==> config.mk <==
export PLATFORM = sky130hd
export DESIGN_NAME = core_mem_port_arbiter
export DESIGN_NICKNAME = d
export VERILOG_FILES = /design/src/rtl/core_mem_arb_pkg.sv /design/src/rtl/core_mem_arb_tag_fifo.sv /design/src/rtl/core_mem_port_arbiter.sv
export SDC_FILE = /design/constraint.sdc
export NUM_CORES = 1
export LEC_CHECK = 0
export CORE_AREA = 4 4 206 208
export CTS_CLUSTER_SIZE = 10
export DETAILED_ROUTE_END_ITERATION = 10
export DIE_AREA = 0 0 210 212
export GPL_TIMING_DRIVEN = 0
export SLEW_MARGIN = 20
export SYNTH_ARGS = -nofsm -noshare
export SYNTH_HDL_FRONTEND = slang
export SYNTH_SLANG_ARGS = --single-unit
==> constraint.sdc <==
create_clock -name iCLOCK -period 3.99 [get_ports iCLOCK]
set_input_delay 0.798 -clock iCLOCK [delete_from_list [all_inputs] [get_ports iCLOCK]]
set_output_delay 0.798 -clock iCLOCK [all_outputs]
set_load 0.005 [all_outputs]
==> src/rtl/core_mem_arb_pkg.sv <==
// Shared constants and types for the core memory port arbiter.
// Requester ids, access encodings, field widths, issue-stage bundle.
package core_mem_arb_pkg;

  localparam logic REQ_ID_INST = 1'b0;
  localparam logic REQ_ID_DATA = 1'b1;

  localparam logic [1:0] ORDER_LINE = 2'h3;

  localparam logic RW_WRITE = 1'b0;
  localparam logic RW_READ  = 1'b1;

  localparam int TID_W   = 14;
  localparam int ADDR_W  = 32;
  localparam int LINE_W  = 64;
  localparam int FLAGS_W = 12;
  localparam int WDATA_W = 32;
  localparam int PDT_W   = 32;

  typedef enum logic {
    ST_IDLE  = 1'b0,
    ST_ISSUE = 1'b1
  } issue_state_t;

  typedef struct packed {
    logic [1:0]         order;
    logic               rw;
    logic [TID_W-1:0]   tid;
    logic [1:0]         mmumod;
    logic [PDT_W-1:0]   pdt;
    logic [ADDR_W-1:0]  addr;
    logic [WDATA_W-1:0] data;
  } mem_req_t;

endpackage

==> src/rtl/core_mem_arb_tag_fifo.sv <==
// In-order requester-tag FIFO for outstanding reads (1-bit entries).
// Ports: clk, rst, push/push_id, pop, head_id, count, full, empty.
module core_mem_arb_tag_fifo #(
  parameter int DEPTH   = 4,
  parameter int DEPTH_W = 2
) (
  input  logic             clk,
  input  logic             rst,
  input  logic             push,
  input  logic             push_id,
  input  logic             pop,
  output logic             head_id,
  output logic [DEPTH_W:0] count,
  output logic             full,
  output logic             empty
);

  logic [DEPTH-1:0]   mem;
  logic [DEPTH_W-1:0] wr_ptr;
  logic [DEPTH_W-1:0] rd_ptr;
  logic               push_ok;
  logic               pop_ok;

  assign push_ok = push && !full;
  assign pop_ok  = pop && !empty;

  // Depth is a power of two, so pointers wrap by overflow.
  always_ff @(posedge clk or posedge rst) begin
    if (rst) begin
      mem    <= '0;
      wr_ptr <= '0;
      rd_ptr <= '0;
      count  <= '0;
    end else begin
      if (push_ok) begin
        mem[wr_ptr] <= push_id;
        wr_ptr      <= wr_ptr + 1'b1;
      end
      if (pop_ok)
        rd_ptr <= rd_ptr + 1'b1;
      unique case ({push_ok, pop_ok})
        2'b10:   count <= count + 1'b1;
        2'b01:   count <= count - 1'b1;
        default: count <= count;
      endcase
    end
  end

  assign head_id = mem[rd_ptr];
  assign full    = (count == (DEPTH_W+1)'(DEPTH));
  assign empty   = (count == '0);

endmodule

==> src/rtl/core_mem_port_arbiter.sv <==
// Shares one memory port between I-cache refill and data load/store.
// Ports: iINST_* / iDATA_* requesters, oMEM_* / iMEM_* memory, oPROTO_ERR.
module core_mem_port_arbiter
  import core_mem_arb_pkg::*;
#(
  parameter int   OUTSTANDING   = 4,
  parameter int   OUTSTANDING_W = 2,
  parameter logic RR_INIT       = 1'b0
) (
  input  logic               iCLOCK,
  input  logic               iRESET,
  input  logic               iINST_REQ,
  output logic               oINST_LOCK,
  input  logic [TID_W-1:0]   iINST_TID,
  input  logic [1:0]         iINST_MMUMOD,
  input  logic [PDT_W-1:0]   iINST_PDT,
  input  logic [ADDR_W-1:0]  iINST_ADDR,
  output logic               oINST_VALID,
  input  logic               iINST_BUSY,
  output logic [LINE_W-1:0]  oINST_DATA,
  output logic [FLAGS_W-1:0] oINST_MMU_FLAGS,
  input  logic               iDATA_REQ,
  output logic               oDATA_LOCK,
  input  logic [1:0]         iDATA_ORDER,
  input  logic               iDATA_RW,
  input  logic [TID_W-1:0]   iDATA_TID,
  input  logic [1:0]         iDATA_MMUMOD,
  input  logic [PDT_W-1:0]   iDATA_PDT,
  input  logic [ADDR_W-1:0]  iDATA_ADDR,
  input  logic [WDATA_W-1:0] iDATA_DATA,
  output logic               oDATA_VALID,
  output logic [LINE_W-1:0]  oDATA_DATA,
  output logic               oMEM_REQ,
  input  logic               iMEM_LOCK,
  output logic [1:0]         oMEM_ORDER,
  output logic               oMEM_RW,
  output logic [TID_W-1:0]   oMEM_TID,
  output logic [1:0]         oMEM_MMUMOD,
  output logic [PDT_W-1:0]   oMEM_PDT,
  output logic [ADDR_W-1:0]  oMEM_ADDR,
  output logic [WDATA_W-1:0] oMEM_DATA,
  input  logic               iMEM_VALID,
  output logic               oMEM_BUSY,
  input  logic [LINE_W-1:0]  iMEM_DATA,
  input  logic [FLAGS_W-1:0] iMEM_MMU_FLAGS,
  output logic               oPROTO_ERR
);

  localparam logic [OUTSTANDING_W:0] CNT_MAX =
    (OUTSTANDING_W+1)'(OUTSTANDING);

  issue_state_t state;
  mem_req_t     stage;
  mem_req_t     next_req;
  logic         rr_ptr;

  logic                 can_load;
  logic                 read_credit;
  logic                 inst_elig;
  logic                 data_elig;
  logic                 inst_gnt;
  logic                 data_gnt;
  logic                 any_gnt;
  logic                 push;
  logic                 push_id;
  logic                 pop;
  logic                 head_id;
  logic [OUTSTANDING_W:0] fifo_count;
  logic                 fifo_full;
  logic                 fifo_empty;
  logic                 head_inst;
  logic                 head_data;

  // No grant while reset is held: the stage could not capture it.
  assign can_load = !iRESET &&
    ((state == ST_IDLE) || !iMEM_LOCK);

  // Count includes the read still in the stage; a same-cycle
  // pop does not free a slot.
  assign read_credit = !fifo_full && (fifo_count < CNT_MAX);

  assign inst_elig = iINST_REQ && can_load && read_credit;
  assign data_elig = iDATA_REQ && can_load &&
    ((iDATA_RW == RW_WRITE) || read_credit);

  assign inst_gnt = inst_elig &&
    (!data_elig || rr_ptr == REQ_ID_INST);
  assign data_gnt = data_elig &&
    (!inst_elig || rr_ptr == REQ_ID_DATA);
  assign any_gnt  = inst_gnt || data_gnt;

  assign oINST_LOCK = !inst_gnt;
  assign oDATA_LOCK = !data_gnt;

  always_comb begin
    next_req = '0;
    unique case (1'b1)
      inst_gnt: begin
        next_req.order  = ORDER_LINE;
        next_req.rw     = RW_READ;
        next_req.tid    = iINST_TID;
        next_req.mmumod = iINST_MMUMOD;
        next_req.pdt    = iINST_PDT;
        next_req.addr   = iINST_ADDR;
        next_req.data   = '0;
      end
      default: begin
        next_req.order  = iDATA_ORDER;
        next_req.rw     = iDATA_RW;
        next_req.tid    = iDATA_TID;
        next_req.mmumod = iDATA_MMUMOD;
        next_req.pdt    = iDATA_PDT;
        next_req.addr   = iDATA_ADDR;
        next_req.data   = iDATA_DATA;
      end
    endcase
  end

  always_ff @(posedge iCLOCK or posedge iRESET) begin
    if (iRESET) begin
      state    <= ST_IDLE;
      stage    <= '0;
      oMEM_REQ <= 1'b0;
      rr_ptr   <= RR_INIT;
    end else begin
      // Pointer only moves on a contested grant.
      if (inst_elig && data_elig)
        rr_ptr <= ~rr_ptr;
      unique case (state)
        ST_IDLE: begin
          if (any_gnt) begin
            state    <= ST_ISSUE;
            stage    <= next_req;
            oMEM_REQ <= 1'b1;
          end
        end
        ST_ISSUE: begin
          if (any_gnt) begin
            stage <= next_req;
          end else if (!iMEM_LOCK) begin
            state    <= ST_IDLE;
            oMEM_REQ <= 1'b0;
          end
        end
        default: begin
          state    <= ST_IDLE;
          oMEM_REQ <= 1'b0;
        end
      endcase
    end
  end

  assign oMEM_ORDER  = stage.order;
  assign oMEM_RW     = stage.rw;
  assign oMEM_TID    = stage.tid;
  assign oMEM_MMUMOD = stage.mmumod;
  assign oMEM_PDT    = stage.pdt;
  assign oMEM_ADDR   = stage.addr;
  assign oMEM_DATA   = stage.data;

  assign push    = inst_gnt || (data_gnt && iDATA_RW == RW_READ);
  assign push_id = data_gnt ? REQ_ID_DATA : REQ_ID_INST;

  core_mem_arb_tag_fifo #(
    .DEPTH   (OUTSTANDING),
    .DEPTH_W (OUTSTANDING_W)
  ) u_tag_fifo (
    .clk     (iCLOCK),
    .rst     (iRESET),
    .push    (push),
    .push_id (push_id),
    .pop     (pop),
    .head_id (head_id),
    .count   (fifo_count),
    .full    (fifo_full),
    .empty   (fifo_empty)
  );

  assign head_inst = !fifo_empty && (head_id == REQ_ID_INST);
  assign head_data = !fifo_empty && (head_id == REQ_ID_DATA);

  assign oMEM_BUSY   = head_inst && iINST_BUSY;
  assign oINST_VALID = iMEM_VALID && head_inst && !iINST_BUSY;
  assign oDATA_VALID = iMEM_VALID && head_data;
  assign pop         = iMEM_VALID && !fifo_empty && !oMEM_BUSY;

  assign oINST_DATA      = iMEM_DATA;
  assign oINST_MMU_FLAGS = iMEM_MMU_FLAGS;
  assign oDATA_DATA      = iMEM_DATA;

  // A response with nothing outstanding is dropped and flagged.
  always_ff @(posedge iCLOCK or posedge iRESET) begin
    if (iRESET)
      oPROTO_ERR <= 1'b0;
    else if (iMEM_VALID && fifo_empty)
      oPROTO_ERR <= 1'b1;
  end

endmodule

==> results of run 1 <==
-- how the worst max path moves through the flow --
stage	depth (start not counted)	slack (ps)	from	to
2_1_floorplan	6	1450	iINST_REQ	oDATA_LOCK
3_3_place_gp	6	-820	iRESET	oINST_LOCK
3_5_place_dp	7	-120	iRESET	oINST_LOCK
4_1_cts	5	6	iDATA_REQ	oINST_LOCK
5_1_grt	5	80	iDATA_REQ	oINST_LOCK
6_report	8	230	iRESET	oDATA_LOCK
-- cells by family after synthesis --
family / count (synthesis)
multiplexers: 11
flip-flops: 130
AND/OR/NAND/NOR: 95
XOR/XNOR: 6
AO/OA/AOI/OAI: 134
adder cells (fa/ha/maj): 6
buffers and inverters: 196
-- what timing repair did --
action / in CTS / in global routing
pin swaps: 1 / 0
gates resized for setup: 0 / 1
buffers inserted: 1 / 0
setup endpoints to repair: 1 / 1
endpoints found under the hold margin: 0 / 0
-- power by group through the flow --
stage               sequential, uW  combinational, uW  clock (uW)
CTS                           2300               3060        1850
global route                  2380               3220        1890
finish                        2300               2980        1790
global placement              2300               2990           0
floorplan                     2300               1080           0
detailed placement            2300               3050           0
-- layout by cell type (no fill, tap or decap), drive strengths merged, types with 2 or more instances in the layout --
cell type and n:
and3 80, a21oi 5, xnor2 3, nand2 5, buf 170, nor2 2
o21ai 4, ha 5, o211ai 4, bufinv 5, a22o 32, a211oi 2
clkinvlp 3, clkinv 3, dfrtp 130, clkdlybuf4s50 463, mux2 5, clkbuf 36
inv 17, nor3 2, mux2i 5, a21o 2, xor2 3, a221o 80
-- flip-flops by register name (all words and copies together) (netlist names) --
register	cells
oMEM_ADDR	32
oMEM_DATA	32
oMEM_MMUMOD	2
oMEM_ORDER	2
oMEM_PDT	32
oMEM_REQ	1
oMEM_RW	1
oMEM_TID	14
oPROTO_ERR	1
rr_ptr	1
state	1
u_tag_fifo.count	3
u_tag_fifo.mem	4
u_tag_fifo.rd_ptr	2
u_tag_fifo.wr_ptr	2
-- cell type report --
type	instances	area, um2	area share, %
well taps	532	666	5.21
multi-input cells	252	2100	16.4
flip-flops and latches	130	3250	25.4
clock buffers	17	425	3.33
inverters	13	52.6	0.411
plain buffers	183	1330	10.4
clock inverters	15	228	1.78
repair buffers	469	4740	37.1
-- stage by stage --
step | hold slack (ps) | TNS (ps) | total power [uW] | cell area [um2]
global placement | 442 | -1970 | 5290 | 12000
detailed placement | 452 | -117 | 5350 | 12100
finish | 467 | 0 | 7080 | 12800
floorplan | 451 | 0 | 3370 | 6710
global route | 486 | 0 | 7490 | 12800
CTS | 467 | 0 | 7210 | 12800
-- metal layers --
metal	vias up	GRT usage, %
li1	2981	-
met1	3092	14.5
met2	342	22.3
met3	30	3.66
met4	0	5.15
met5	-	0
==> reports/metrics.json, run 1 <==
{
  "power-per-cell-area": {"value": 554, "unit": "nW/um2"},
  "yosysSeqAreaShare": {"value": 48.5, "unit": "%"},
  "worst_slew_margin_rel": {"value": 47.8, "unit": "%"},
  "cell_internal_pwr": {"value": 4930, "unit": "uW"},
  "post_synth_num_cell_types": {"value": 38},
  "tritoncts.num_buffers": {"value": 17},
  "register_share_of_total_power": {"value": 32.5, "unit": "%"},
  "synth.largest_area_cell": {"value": "sky130_fd_sc_hd__dfrtp_1"},
  "synth_fp_nets": {"value": 862},
  "power_switching_share": {"value": 30.3, "unit": "%"},
  "final.min_clock_period": {"value": 3760, "unit": "ps"},
  "design.core.area": {"value": 40600, "unit": "um2"},
  "remaining_drc_errors": {"value": 0},
  "critPathLaunchType": {"value": "primary input"},
  "floorplan.die_area": {"value": 44500, "unit": "um2"},
  "antenna_found_initial": {"value": 0},
  "largest_buffer_count_on_any_clock_path": {"value": 2},
  "period_share": {"value": 94.3, "unit": "%"},
  "path_buf_inv": {"value": 6},
  "grt_max_degree": {"value": 32},
  "peakVddDrop": {"value": 0.000265, "unit": "V"},
  "worst_r2r_path_depth": {"value": 10},
  "synth_top_area_share": {"value": 48.5, "unit": "%"},
  "ys_async_sr_fraction": {"value": 100, "unit": "%"},
  "clkSlewWorstSetupHoldPaths": {"value": 70, "unit": "ps"},
  "synth-simple-area-share": {"value": 8.68, "unit": "%"},
  "clock_sink_count": {"value": 130},
  "instances_no_fill": {"value": 1611},
  "cellLeakagePower": {"value": 0.00572, "unit": "uW"},
  "n_antenna_cell": {"value": 0},
  "globalRouteTotalUtil": {"value": 12.7, "unit": "%"},
  "timing.reg2reg.setup_slack": {"value": 1450, "unit": "ps"},
  "dominant_combinational_cell_family_by_area_after_synthesis": {"value": "buffers and inverters"},
  "launching_point_of_the_worst_reg2reg_path": {"value": "u_tag_fifo.count[2]$_DFFE_PP0P_"},
  "hold_viol_final": {"value": 0},
  "final_core_util": {"value": 31.5, "unit": "%"},
  "dr_wl_met2": {"value": 15.2, "unit": "mm"},
  "tightest_slew": {"value": 778, "unit": "ps"},
  "post_cts_hold_buffer_count": {"value": 0},
  "placed_instances": {"value": 1578},
  "outcome": {"value": "complete, no violations"},
  "setup_slack_after_placement": {"value": -117, "unit": "ps"},
  "floorplan_die_height": {"value": 212, "unit": "um"},
  "routedWlPerCell": {"value": 18.6, "unit": "um"},
  "count_of_cells_along_the_worst_hold_path": {"value": 1},
  "unrepaired_setup_endpoints_after_global_routing": {"value": "no"},
  "yosys_warnings": {"value": 0},
  "placement.io_buffers": {"value": 463},
  "met3RoutedLength": {"value": 2.30, "unit": "mm"},
  "synth_edf_count": {"value": 0},
  "timing.final.max_slew_violations": {"value": 0},
  "timing.max_cap.violations": {"value": 0},
  "hold_end": {"value": "oPROTO_ERR$_DFFE_PP0P_"},
  "netlist_top_cells_area": {"value": "sky130_fd_sc_hd__dfrtp_1, sky130_fd_sc_hd__buf_4, sky130_fd_sc_hd__a221o_1"},
  "final_antenna_net_count": {"value": 0},
  "first_pass_iters": {"value": 4},
  "via_count": {"value": 6445},
  "postSynthCellCount": {"value": 578},
  "critPathMaxFanout": {"value": 10},
  "maxClockFrequency": {"value": 266, "unit": "MHz"},
  "yosys-mux-area-fraction": {"value": 1.92, "unit": "%"},
  "start_util": {"value": 16.5, "unit": "%"},
  "chip_width": {"value": 210, "unit": "um"},
  "fin_skew": {"value": 10.2, "unit": "ps"},
  "timing.critical_path.mode_cell": {"value": "sky130_fd_sc_hd__buf_6"},
  "nets": {"value": 1350},
  "synth_compound_area_share": {"value": 18.4, "unit": "%"},
  "hpwl": {"value": 24.2, "unit": "mm"},
  "post_synth.cell_area_avg": {"value": 11.6, "unit": "um2"},
  "power.share.clock": {"value": 25.3, "unit": "%"},
  "cell_area_after_synthesis": {"value": 6710, "unit": "um2"},
  "wire_length_of_the_first_global_routing_pass": {"value": 42.6, "unit": "mm"},
  "critical-path-top-delay-family": {"value": "buffers and inverters"},
  "worstSkewPairLatency": {"value": 430, "unit": "ps"},
  "top_layer_used": {"value": "met4"},
  "synth-seq-cells": {"value": 130},
  "vias_per_cell": {"value": 4.00},
  "critical_path_required": {"value": 3190, "unit": "ps"},
  "routedLengthMet1": {"value": 11.7, "unit": "mm"},
  "gr-total-overflow": {"value": 0},
  "worst-endpoint-arrival": {"value": 2960, "unit": "ps"},
  "area_share_of_fa_ha_maj_cells_after_synthesis": {"value": 1.23, "unit": "%"},
  "drt_wl_total": {"value": 30.0, "unit": "mm"},
  "postSynth.topFlopCell": {"value": "sky130_fd_sc_hd__dfrtp_1"},
  "synthXorXnorAreaFrac": {"value": 0.784, "unit": "%"},
  "place.gp.congestion": {"value": 0.821},
  "grt_pass1_vias": {"value": 7004},
  "most_repeated_cell_in_the_gate_level_netlist_after_synthesis": {"value": "sky130_fd_sc_hd__buf_4"},
  "final_worst_slack": {"value": 227, "unit": "ps"},
  "critPathSlowestCell": {"value": "sky130_fd_sc_hd__clkdlybuf4s50_1"},
  "timing.hold.worst.start": {"value": "oPROTO_ERR$_DFFE_PP0P_"},
  "buffer_cell_driving_the_clock_tree_root": {"value": "sky130_fd_sc_hd__clkbuf_16"},
  "critical-path-max-stage-delay": {"value": 520, "unit": "ps"},
  "hold_class": {"value": "reg -> reg"},
  "timing.rr.end": {"value": "u_tag_fifo.count[2]$_DFFE_PP0P_"},
  "relative_contribution_of_combinational_cells_to_total_power": {"value": 42.1, "unit": "%"},
  "syn_to_final_growth": {"value": 90.6, "unit": "%"},
  "final_number_of_setup_violating_endpoints": {"value": 0},
  "final_layout_size_suffix_gt1_share": {"value": 19.4, "unit": "%"},
  "cts_tree": {"value": "yes"},
  "end_kind": {"value": "primary output"},
  "row_count": {"value": 74},
  "crit_chain": {"value": "clkdlybuf4s50_1 -> a21oi_1 -> and4_4 -> buf_6 -> buf_6 -> buf_6 -> inv_2 -> clkdlybuf4s50_1"},
  "ioPinCount": {"value": 540},
  "netSwitchingPower": {"value": 2140, "unit": "uW"},
  "critical_path_class": {"value": "in -> out"},
  "ys_top_cells_by_count": {"value": "sky130_fd_sc_hd__buf_4, sky130_fd_sc_hd__dfrtp_1, sky130_fd_sc_hd__a221o_1, sky130_fd_sc_hd__and3_1, sky130_fd_sc_hd__a22o_1"},
  "cts_max_level": {"value": 4},
  "drt_iter0_drc": {"value": 338},
  "fillers": {"value": 4144}
}
Note: power is estimated with default switching activity, not from simulation.
==> run 2: changes to the inputs <==
Settings changed: CORE_AREA 4 4 206 208 to 2 2 210 212, CTS_CLUSTER_SIZE 10 to unset, DIE_AREA 0 0 210 212 to 0 0 212 214.
==> run 2 against run 1 <==
  * Sequential power about the same
  * Clock-buffer cell count up 2
  * Combinational power fell by 1%
  * Worst setup slack got worse by 41 ps
  * Largest cell class unchanged
==> reports/metrics.json, run 2 (synthesis results as in run 1) <==
{
  "outcome": {"value": "complete, no violations"},
  "setup_slack_after_placement": {"value": 82.3, "unit": "ps"},
  "maxClockFrequency": {"value": 263, "unit": "MHz"},
  "final_antenna_net_count": {"value": 0},
  "final.min_clock_period": {"value": 3800, "unit": "ps"},
  "antenna_found_initial": {"value": 0},
  "placement.io_buffers": {"value": 463},
  "worst-endpoint-arrival": {"value": 3010, "unit": "ps"},
  "post_cts_hold_buffer_count": {"value": 0},
  "cellLeakagePower": {"value": 0.00572, "unit": "uW"},
  "routedWlPerCell": {"value": 16.9, "unit": "um"},
  "critPathLaunchType": {"value": "primary input"},
  "grt_pass1_vias": {"value": 6926},
  "syn_to_final_growth": {"value": 91.7, "unit": "%"},
  "tightest_slew": {"value": 729, "unit": "ps"},
  "tritoncts.num_buffers": {"value": 17},
  "start_util": {"value": 15.6, "unit": "%"},
  "unrepaired_setup_endpoints_after_global_routing": {"value": "no"},
  "final_layout_size_suffix_gt1_share": {"value": 19.2, "unit": "%"},
  "grt_max_degree": {"value": 32},
  "placed_instances": {"value": 1631},
  "timing.final.max_slew_violations": {"value": 0},
  "critPathMaxFanout": {"value": 10},
  "clkSlewWorstSetupHoldPaths": {"value": 60, "unit": "ps"},
  "remaining_drc_errors": {"value": 0},
  "critical_path_required": {"value": 3190, "unit": "ps"},
  "globalRouteMet3Util": {"value": 3.74, "unit": "%"},
  "design.core.area": {"value": 42900, "unit": "um2"},
  "wire_length_of_the_first_global_routing_pass": {"value": 41.3, "unit": "mm"},
  "ioPinCount": {"value": 540},
  "instances_no_fill": {"value": 1663},
  "hold_class": {"value": "reg -> reg"},
  "final_common_cell": {"value": "sky130_fd_sc_hd__clkdlybuf4s50_1"},
  "met2_usage": {"value": 22.1, "unit": "%"},
  "globalRouteTotalUtil": {"value": 12.1, "unit": "%"},
  "place.gp.congestion": {"value": 0.768},
  "chip_width": {"value": 212, "unit": "um"},
  "gr-total-overflow": {"value": 0},
  "largest_buffer_count_on_any_clock_path": {"value": 2},
  "period_share": {"value": 95.3, "unit": "%"},
  "timing.max_cap.violations": {"value": 0},
  "drt_iter0_drc": {"value": 294},
  "fillers": {"value": 4439},
  "critical_path_class": {"value": "in -> out"},
  "drt_wl_total": {"value": 28.2, "unit": "mm"},
  "worstSkewPairLatency": {"value": 420, "unit": "ps"},
  "most-common-layout-cells": {"value": "sky130_fd_sc_hd__clkdlybuf4s50_1, sky130_fd_sc_hd__buf_4, sky130_fd_sc_hd__dfrtp_1"},
  "gr-usage-met1": {"value": 13.2, "unit": "%"},
  "worst_slew_margin_rel": {"value": 51.1, "unit": "%"},
  "cts_resized": {"value": 0},
  "hpwl": {"value": 22.3, "unit": "mm"},
  "finalSetupTns": {"value": 0, "unit": "ps"},
  "floorplan.die_area": {"value": 45400, "unit": "um2"},
  "floorplan_die_height": {"value": 214, "unit": "um"},
  "final_number_of_setup_violating_endpoints": {"value": 0},
  "power-per-cell-area": {"value": 550, "unit": "nW/um2"},
  "via_count": {"value": 6456},
  "final_worst_slack": {"value": 186, "unit": "ps"},
  "buffer_cell_driving_the_clock_tree_root": {"value": "sky130_fd_sc_hd__clkbuf_16"},
  "fin_skew": {"value": 11.6, "unit": "ps"},
  "nets": {"value": 1349},
  "clock_sink_count": {"value": 130},
  "row_count": {"value": 76},
  "hold_viol_final": {"value": 0},
  "n_antenna_cell": {"value": 0},
  "vias_per_cell": {"value": 3.88},
  "top_usage_layer": {"value": "met2"},
  "end_kind": {"value": "primary output"},
  "cts_post_setup_buffers_inserted": {"value": 0},
  "peakVddDrop": {"value": 0.000231, "unit": "V"},
  "cts_max_level": {"value": 4},
  "cts_tree": {"value": "yes"},
  "power.total": {"value": 7070, "unit": "uW"},
  "first_pass_iters": {"value": 7}
}
==> run 2: through the flow <==
stage | util [%] | hold slack (ps) | instance area (um2)
floorplan | - | 451 | 6710
CTS | 30.0 | 467 | 12900
detailed placement | 28.4 | 452 | 12200
global route | 30.0 | 479 | 12900
global placement | 28.2 | 441 | 12100
finish | 30.0 | 467 | 12900
==> run 2: routing by layer <==
| metal | vias up | share of wire, % |
|---|---|---|
| met5 | - | 0 |
| met3 | 19 | 8.0 |
| met2 | 338 | 52 |
| li1 | 2981 | - |
| met4 | 0 | 1.7 |
| met1 | 3118 | 39 |
==> run 2: cell type report <==
class / instances / area [um2] / share of cell area (%)
clock buffer: 19 / 443 / 3.45
inverter: 13 / 52.6 / 0.409
multi-input combinational: 252 / 2090 / 16.3
tap: 585 / 732 / 5.69
clock inverter: 13 / 233 / 1.81
timing repair buffer: 468 / 4730 / 36.8
buffer: 183 / 1330 / 10.3
sequential: 130 / 3250 / 25.3
==> run 2: path summary, 6_finish.rpt <==
path	endpoint	slack [ps]	cells after the start	from
worst max-delay path	oINST_LOCK	190	5	iDATA_REQ
worst min-delay path	oPROTO_ERR$_DFFE_PP0P_	470	1	oPROTO_ERR$_DFFE_PP0P_
worst max register to register	u_tag_fifo.count[2]$_DFFE_PP0P_	1430	9	rr_ptr$_DFFE_PP0P_
worst min register to register	oPROTO_ERR$_DFFE_PP0P_	470	1	oPROTO_ERR$_DFFE_PP0P_
max in group asynchronous	oMEM_TID[5]$_DFFE_PP0P_	2450	4	iRESET
min in group asynchronous	oMEM_DATA[5]$_DFFE_PP0P_	820	2	iRESET
==> run 2: critical path: stages <==
cell and delay [ps]:
sky130_fd_sc_hd__clkdlybuf4s50_1 520, sky130_fd_sc_hd__a21boi_2 610, sky130_fd_sc_hd__clkbuf_1 510, sky130_fd_sc_hd__nand2_1 110, sky130_fd_sc_hd__clkdlybuf4s50_1 460
==> run 2: report_power, final <==
group / leakage, uW / internal (uW) / total [uW] / switching (uW)
Sequential: 0.00162 / 1910 / 2300 / 395
Clock: 0.000327 / 1190 / 1820 / 628
Combinational: 0.00377 / 1900 / 2940 / 1040
Total: 0.00572 / 5000 / 7070 / 2070
